`config.mk`:
```
export PLATFORM = sky130hd
export DESIGN_NAME = mem_seq_ctrl_flat
export DESIGN_NICKNAME = d
export VERILOG_FILES = /design/src/rtl/mem_seq_ctrl_if.sv /design/src/rtl/mem_seq_ctrl.sv /design/src/flat_wrapper.sv
export SDC_FILE = /design/constraint.sdc
export NUM_CORES = 1
export LEC_CHECK = 0
export CORE_ASPECT_RATIO = 0.75
export CORE_MARGIN = 2
export CORE_UTILIZATION = 43
export CTS_BUF_LIST = sky130_fd_sc_hd__clkbuf_4 sky130_fd_sc_hd__clkbuf_8
export DETAILED_ROUTE_END_ITERATION = 8
export HOLD_SLACK_MARGIN = 0.06
export PLACE_DENSITY = 0.87
export SYNTH_ARGS = -nofsm -noshare
export SYNTH_HDL_FRONTEND = slang
export SYNTH_SLANG_ARGS = --single-unit
```
`constraint.sdc`:
```
create_clock -name clk -period 3.45 [get_ports clk]
set_clock_uncertainty 0.1 [all_clocks]
set_input_delay 0.5175 -clock clk [delete_from_list [all_inputs] [get_ports clk]]
set_output_delay 0.5175 -clock clk [all_outputs]
set_load 0.1 [all_outputs]
```
`src/rtl/mem_seq_ctrl_if.sv`:
```
// Stream and scratch-memory bundle for mem_seq_ctrl: the master modport is the
// sequencer side, the slave modport is the environment (source, sink, memory).
interface mem_seq_ctrl_if #(
  parameter int D_W = 8,
  parameter int AW  = 3
);
  logic           s_valid;
  logic           s_ready;
  logic [D_W-1:0] s_data;

  logic           m_valid;
  logic           m_ready;
  logic [D_W-1:0] m_data;

  logic           mem_wr_en;
  logic           mem_rd_en;
  logic [AW-1:0]  mem_addr;
  logic [D_W-1:0] mem_data_in;
  logic [D_W-1:0] mem_data_out;

  modport master (
    input  s_valid, s_data,
    output s_ready,
    output m_valid, m_data,
    input  m_ready,
    output mem_wr_en, mem_rd_en, mem_addr, mem_data_in,
    input  mem_data_out
  );

  modport slave (
    output s_valid, s_data,
    input  s_ready,
    input  m_valid, m_data,
    output m_ready,
    input  mem_wr_en, mem_rd_en, mem_addr, mem_data_in,
    output mem_data_out
  );
endinterface

```
`src/rtl/mem_seq_ctrl.sv`:
```
// Sequencer for the DFF scratch memory: LOAD writes an input stream to consecutive
// addresses, STREAM reads them out. Define MEM_SEQ_WRAP_EN for cyclic STREAM ended by stop.
module mem_seq_ctrl #(
  parameter  int D_W  = 8,
  parameter  int WORD = 8,
  localparam int AW   = $clog2(WORD)
) (
  input  logic          clk,
  input  logic          rst,
  input  logic          load_start,
  input  logic          stream_start,
  input  logic [AW-1:0] base_addr,
  input  logic [AW:0]   len,
  input  logic          stop,
  output logic          busy,
  output logic          done,
  mem_seq_ctrl_if.master bus
);

  localparam int LEN_W = AW + 1;

  typedef enum logic [1:0] {
    S_IDLE,
    S_LOAD,
    S_STREAM,
    S_DONE
  } state_e;

  state_e             state_q, state_d;
  logic [AW-1:0]      ptr_q, ptr_d;
  logic [LEN_W-1:0]   cnt_q, cnt_d;
  logic               s_ready_q, s_ready_d;
  logic               stream_q, stream_d;
  logic               busy_q, busy_d;
  logic               done_q, done_d;

  logic [LEN_W-1:0]   len_clamped;
  logic [AW-1:0]      ptr_inc;
  logic               last_beat;

`ifdef MEM_SEQ_WRAP_EN
  logic [AW-1:0]      base_q, base_d;
  logic [LEN_W-1:0]   wlen_q, wlen_d;
`else
  logic               unused_stop;
  assign unused_stop = stop;
`endif

  assign len_clamped = (len > LEN_W'(WORD)) ? LEN_W'(WORD) : len;
  // Explicit compare keeps the wrap correct when WORD is not a power of two.
  assign ptr_inc     = (ptr_q == AW'(WORD - 1)) ? '0 : ptr_q + AW'(1);
  assign last_beat   = (cnt_q == LEN_W'(1));

  always_comb begin
    state_d = state_q;
    ptr_d   = ptr_q;
    cnt_d   = cnt_q;
`ifdef MEM_SEQ_WRAP_EN
    base_d  = base_q;
    wlen_d  = wlen_q;
`endif
    case (state_q)
      S_IDLE: begin
        if (load_start || stream_start) begin
          ptr_d = base_addr;
          cnt_d = len_clamped;
`ifdef MEM_SEQ_WRAP_EN
          base_d = base_addr;
          wlen_d = len_clamped;
`endif
          if (len_clamped == '0) state_d = S_DONE;
          else if (load_start)   state_d = S_LOAD;
          else                   state_d = S_STREAM;
        end
      end
      S_LOAD: begin
        if (bus.s_valid) begin
          ptr_d = ptr_inc;
          cnt_d = cnt_q - LEN_W'(1);
          if (last_beat) state_d = S_DONE;
        end
      end
      S_STREAM: begin
`ifdef MEM_SEQ_WRAP_EN
        // cnt tracks position within the window; reload at the window end.
        if (bus.m_ready) begin
          if (last_beat) begin
            ptr_d = base_q;
            cnt_d = wlen_q;
          end else begin
            ptr_d = ptr_inc;
            cnt_d = cnt_q - LEN_W'(1);
          end
        end
        if (stop) state_d = S_DONE;
`else
        if (bus.m_ready) begin
          ptr_d = ptr_inc;
          cnt_d = cnt_q - LEN_W'(1);
          if (last_beat) state_d = S_DONE;
        end
`endif
      end
      S_DONE:  state_d = S_IDLE;
      default: state_d = S_IDLE;
    endcase
  end

  assign s_ready_d = (state_d == S_LOAD);
  assign stream_d  = (state_d == S_STREAM);
  assign busy_d    = (state_d == S_LOAD) || (state_d == S_STREAM);
  assign done_d    = (state_d == S_DONE);

  always_ff @(posedge clk or posedge rst) begin
    if (rst) begin
      state_q   <= S_IDLE;
      ptr_q     <= '0;
      cnt_q     <= '0;
      s_ready_q <= 1'b0;
      stream_q  <= 1'b0;
      busy_q    <= 1'b0;
      done_q    <= 1'b0;
`ifdef MEM_SEQ_WRAP_EN
      base_q    <= '0;
      wlen_q    <= '0;
`endif
    end else begin
      state_q   <= state_d;
      ptr_q     <= ptr_d;
      cnt_q     <= cnt_d;
      s_ready_q <= s_ready_d;
      stream_q  <= stream_d;
      busy_q    <= busy_d;
      done_q    <= done_d;
`ifdef MEM_SEQ_WRAP_EN
      base_q    <= base_d;
      wlen_q    <= wlen_d;
`endif
    end
  end

  assign bus.s_ready     = s_ready_q;
  assign bus.mem_wr_en   = s_ready_q & bus.s_valid;
  assign bus.mem_data_in = s_ready_q ? bus.s_data : '0;
  assign bus.mem_rd_en   = stream_q;
  assign bus.m_valid     = stream_q;
  assign bus.m_data      = stream_q ? bus.mem_data_out : '0;
  assign bus.mem_addr    = busy_q ? ptr_q : '0;
  assign busy            = busy_q;
  assign done            = done_q;

endmodule

```
`src/flat_wrapper.sv`:
```
// flat-port wrapper written by rule: the top's interface ports become plain ports
module mem_seq_ctrl_flat 
#(
  parameter  int D_W  = 8,
  parameter  int WORD = 8,
  localparam int AW   = $clog2(WORD)
)
  (clk, rst, load_start, stream_start, base_addr, len, stop, busy, done, bus_s_valid, bus_s_data, bus_s_ready, bus_m_valid, bus_m_data, bus_m_ready, bus_mem_wr_en, bus_mem_rd_en, bus_mem_addr, bus_mem_data_in, bus_mem_data_out);
  mem_seq_ctrl_if #(.D_W(D_W), .AW((3))) bus_i ();
  input  logic clk;
  input  logic rst;
  input  logic load_start;
  input  logic stream_start;
  input  logic [AW-1:0] base_addr;
  input  logic [AW:0] len;
  input  logic stop;
  output logic busy;
  output logic done;
  input wire logic [$bits(bus_i.s_valid)-1:0] bus_s_valid;
  input wire logic [$bits(bus_i.s_data)-1:0] bus_s_data;
  output wire logic [$bits(bus_i.s_ready)-1:0] bus_s_ready;
  output wire logic [$bits(bus_i.m_valid)-1:0] bus_m_valid;
  output wire logic [$bits(bus_i.m_data)-1:0] bus_m_data;
  input wire logic [$bits(bus_i.m_ready)-1:0] bus_m_ready;
  output wire logic [$bits(bus_i.mem_wr_en)-1:0] bus_mem_wr_en;
  output wire logic [$bits(bus_i.mem_rd_en)-1:0] bus_mem_rd_en;
  output wire logic [$bits(bus_i.mem_addr)-1:0] bus_mem_addr;
  output wire logic [$bits(bus_i.mem_data_in)-1:0] bus_mem_data_in;
  input wire logic [$bits(bus_i.mem_data_out)-1:0] bus_mem_data_out;
  assign bus_i.s_valid = bus_s_valid;
  assign bus_i.s_data = bus_s_data;
  assign bus_s_ready = bus_i.s_ready;
  assign bus_m_valid = bus_i.m_valid;
  assign bus_m_data = bus_i.m_data;
  assign bus_i.m_ready = bus_m_ready;
  assign bus_mem_wr_en = bus_i.mem_wr_en;
  assign bus_mem_rd_en = bus_i.mem_rd_en;
  assign bus_mem_addr = bus_i.mem_addr;
  assign bus_mem_data_in = bus_i.mem_data_in;
  assign bus_i.mem_data_out = bus_mem_data_out;
  mem_seq_ctrl #(.D_W(D_W), .WORD(WORD)) u_core (.clk(clk), .rst(rst), .load_start(load_start), .stream_start(stream_start), .base_addr(base_addr), .len(len), .stop(stop), .busy(busy), .done(done), .bus(bus_i));
endmodule
```
# Word-level counts from Yosys, hierarchy flattened
# Index checks and enable logic that the tools add are counted.
# totals
reg_bits	13
in_bits	30
out_inout_bits	25
wordCells	48
# op_classes
add_sub_neg	2
magnitude_cmp	1
eq_ne	11
n_mux	20
n_bitwise	1
n_reduce_logical	6
# ops
cell	count
$mux W4	4
$mux W8	2
$mux W3	5
$mux W2	6
$pmux W4 S3	1
$pmux W3 S3	1
$eq A2 B2 Y1 const B	4
$pmux W2 S4	1
$eq A2 B1 Y1 const B	2
$eq A4 B1 Y1 const B	1
$gt A4 B4 Y1 const B	1
$logic_not A4 Y1	1
$ne A2 B2 Y1 const B	2
$reduce_and A4 Y1	1
$sub A4 B1 Y4 const B	1
$add A3 B1 Y3 const B	1
$eq A3 B3 Y1 const B	1
$reduce_bool A3 Y1	1
$logic_not A2 Y1	1
$logic_or A1 B1 Y1	2
$ne A2 B1 Y1 const B	1
$and A1 B1 Y1	1

# Longest topological paths before layout
# logic_depth
ltp_word	8
depth_mapped	7
mapped_depth_nobuf	7

# Worst setup path after synthesis
# No wires, ideal clock.
# synth_path
kind	register -> output
start	register u_core.stream_q (netlist: u_core.bus.m_valid)
end	output port bus_m_data[0]
arrival_ns	1.849
setup_slack_ns	0.984
stages_incl_launch_ff	2
cell_sequence	dfrtp_1 -> and2_1
# synth_between
elab_chain_len	1
# synth_lines
element	line_no	text
start: declaration	mem_seq_ctrl.sv:33	logic stream_q, stream_d;
start signal: assignment	mem_seq_ctrl.sv:132	stream_q <= stream_d;
$mux W8	mem_seq_ctrl.sv:147	assign bus.m_data = stream_q ? bus.mem_data_out : '0;
end: declaration	flat_wrapper.sv:23	output wire logic [$bits(bus_i.m_data)-1:0] bus_m_data;
# No other way between the ends.

# Worst setup path in the final report
# layout_path
start	register u_core.s_ready_q (netlist: u_core.bus.s_ready)
end	output port bus_s_ready
# layout_rtl
element	line_no	text
start: declaration	mem_seq_ctrl.sv:32	logic s_ready_q, s_ready_d;
start signal: assignment	mem_seq_ctrl.sv:131	s_ready_q <= s_ready_d;
end: declaration	flat_wrapper.sv:21	output wire logic [$bits(bus_i.s_ready)-1:0] bus_s_ready;
# No word-level cell between the ends.

==> run summary <==
Register bit total from synthesis: 13
Detailed-route via count: 953
Clock sink total: 13
First-pass GRT wire length: 3.650 mm
Row cnt: 15
CP max FO: 10
Adder-cell area share of the yosys netlist: 14.81%
Total congestion overflow: 0
Final worst path period share: 74.02%
Cell area after layout: 1544 um2
Mapped Nets: 147
Hold endpoint: u_core.cnt_q[1]$_DFFE_PP0P_
PortBufs: 53
DR iter-0 viols: 25
Register area share after synthesis: 32.10%
Multi-input gate area: 624.3 um2
Hold Startpoint: u_core.cnt_q[1]$_DFFE_PP0P_
Drt first pass iters: 4
Hpwl dp: 2.035 mm
Post-synthesis cell type count: 27
Nets@finish: 203
Critical Path Max Stage Delay: 1180 ps
# H-tree levels: 1
Post-DRT Antenna Nets: 0
Outcome: finished clean
WL per Instance: 12.55 um
Cell taking the most area after synthesis: dfrtp_1
Drt drc: 0
Crit path DAT: 1940 ps
RePlAce Congestion: 0.8001
Ant. Diodes: 0
FF-to-FF setup slack: 1280 ps
RSZ-0062 raised after global routing: no
Slew Limit Fails: 0
Post-synthesis compound-gate area fraction: 18.64%
Synth Area in Simple Gates: 25.06%
# setup viols final: 0
CTS Hold Bufs: 0
FF/Latch Area: 325.3 um2
Die Y: 46.05 um
Final worst path period need: 2554 ps
Synth area leaders: dfrtp_1, ha_1, and2_1
Layout cells sized above 1: 24.38%
Crit. path cell count: 1
Share of Yosys cell area claimed by the top area cell type: 32.10%
F_max: 391.6 MHz
Clk buf depth: 2
Synth top cells by count: and2_1, dfrtp_1, ha_1, inv_1
Final WL: 2.434 mm
Critical-path top delay cell: clkdlybuf4s50_1
Crit-path cells: clkdlybuf4s50_1
Post-DP Area: 1514 um2
Critical path class: reg2out
WP data required: 2830 ps
Clk Tree Root Cell: clkbuf_4
Slew headroom: 35.01%
Delay-heaviest family, CP: buffers and inverters
Ys Warns: 0
Hold crit path type: reg2reg
Top_reg_cell synth: dfrtp_1
Worst skew pair latency: 280 ps
FF-to-FF Start: u_core.state_q[1]$_DFF_PP0_
DR vias/cell: 4.912
Core Area: 2271 um2
CTS Buf Count: 3
R2R cell count: 7
Fill count: 176
Crit path capture type: output port
CTS tree: yes
Vias in the first global route: 851
Worst Path Buf+Inv: 1
Largest net degree at the start of global routing: 14
Worst Setup Start Kind: register
Post-CTS setup buffers: 0
Setup TNS: 0 ps
Antenna violations before repair: 0
# IOs: 55
Die width: 60.06 um
Hold depth: 1
Asr flop ratio synth: 100.0%
Die area: 2765 um2
Fin. Hold Viols: 0
Layout area overhead: 52.35%
Post-synth EDFFs: 0
Main combinational cell family by area after synthesis: simple AND/OR/NAND/NOR gates
Max Cap Viol: 0
Top-count cell post-synth: and2_1
Mux cell area share after synthesis: 3.086%
All-Layer GR Usage: 18.06%
Syn Area/Cell: 9.652 um2
Worst slew pin tran: 971.8 ps
CTS resizes: 0
XOR/XNOR Fraction of Synth Area: 0%
R2r endpoint: u_core.cnt_q[2]$_DFFE_PP0P_
Mapped Area: 1013 um2
CTS clk-pin slew, worst paths: 90 ps
Mapped Cells: 105
Initial Util: 44.63%
## cells by family (layout without fill, tap and decap cells)
| logic type | after synthesis | after routing |
|---|---|---|
| mux | 3 | 3 |
| compound gates | 24 | 24 |
| fa+ha+maj | 12 | 12 |
| simple gates | 41 | 41 |
| flops | 13 | 13 |
| buf+inv | 12 | 67 |
## sequential cells by signal, indices dropped and copies added, names as in the netlist
| name | count |
|---|---|
| u_core.bus.s_ready | 1 |
| u_core.ptr_q | 3 |
| u_core.state_q | 2 |
| u_core.bus.m_valid | 1 |
| u_core.busy | 1 |
| u_core.done | 1 |
| u_core.cnt_q | 4 |
## stage by stage
step | hold slack (ps) | worst slack, ps | utilization (%) | std cells
after floorplan | 294.5 | 983.6 | - | 105
after global placement | 426.7 | 1027 | 66.67 | 190
after detailed placement | 440.8 | 954.1 | 66.67 | 190
after CTS | 463.5 | 886.9 | 67.99 | 194
after global routing | 492.1 | 817.4 | 67.99 | 194
final | 473.0 | 896.4 | 67.99 | 194
## layer usage
metal,part of all wire (%),routed length (um),track usage [%],up-vias
li1,-,-,-,466
met5,0,0,0,-
met4,0.33,8,3.556,0
met3,8.5,208,4.545,2
met2,49,1188,32.39,45
met1,42,1028,22.09,440
## cell type report
class / instances / share of cell area, %
repair buffers: 54 / 31.60
inverters: 9 / 2.188
clock buffers: 4 / 1.945
multi-input cells: 80 / 40.44
well taps: 34 / 2.755
flip-flops and latches: 13 / 21.07
## placed cells by master, fill, tap and decap left out, types with 2 or more instances in the layout
cell type / Yosys / routed
nand3_1: 2 / 2
clkbuf_4: 0 / 4
nor3_1: 2 / 2
ha_1: 12 / 12
dfrtp_1: 13 / 13
a21oi_1: 4 / 4
mux2i_1: 2 / 2
a22oi_1: 3 / 3
o21ai_0: 6 / 6
a22o_2: 2 / 2
clkdlybuf4s50_1: 0 / 33
buf_4: 1 / 21
and2_1: 20 / 20
inv_1: 9 / 9
nand2_1: 3 / 3
nor2_1: 6 / 6
a21oi_2: 6 / 6
nor4bb_1: 2 / 2
## worst max path at each step
stage / start / end / slack [ps]
2_1_floorplan: u_core.bus.m_valid$_DFF_PP0_ / bus_m_data[0] / 980
3_3_place_gp: len[0] / u_core.busy$_DFF_PP0_ / 1030
3_5_place_dp: len[0] / u_core.busy$_DFF_PP0_ / 950
4_1_cts: u_core.bus.s_ready$_DFF_PP0_ / bus_s_ready / 890
5_1_grt: u_core.bus.s_ready$_DFF_PP0_ / bus_s_ready / 820
6_report: u_core.bus.s_ready$_DFF_PP0_ / bus_s_ready / 900
Power is not shown: default switching activity piles up to over one toggle a cycle in this logic, so the estimate is an artifact.
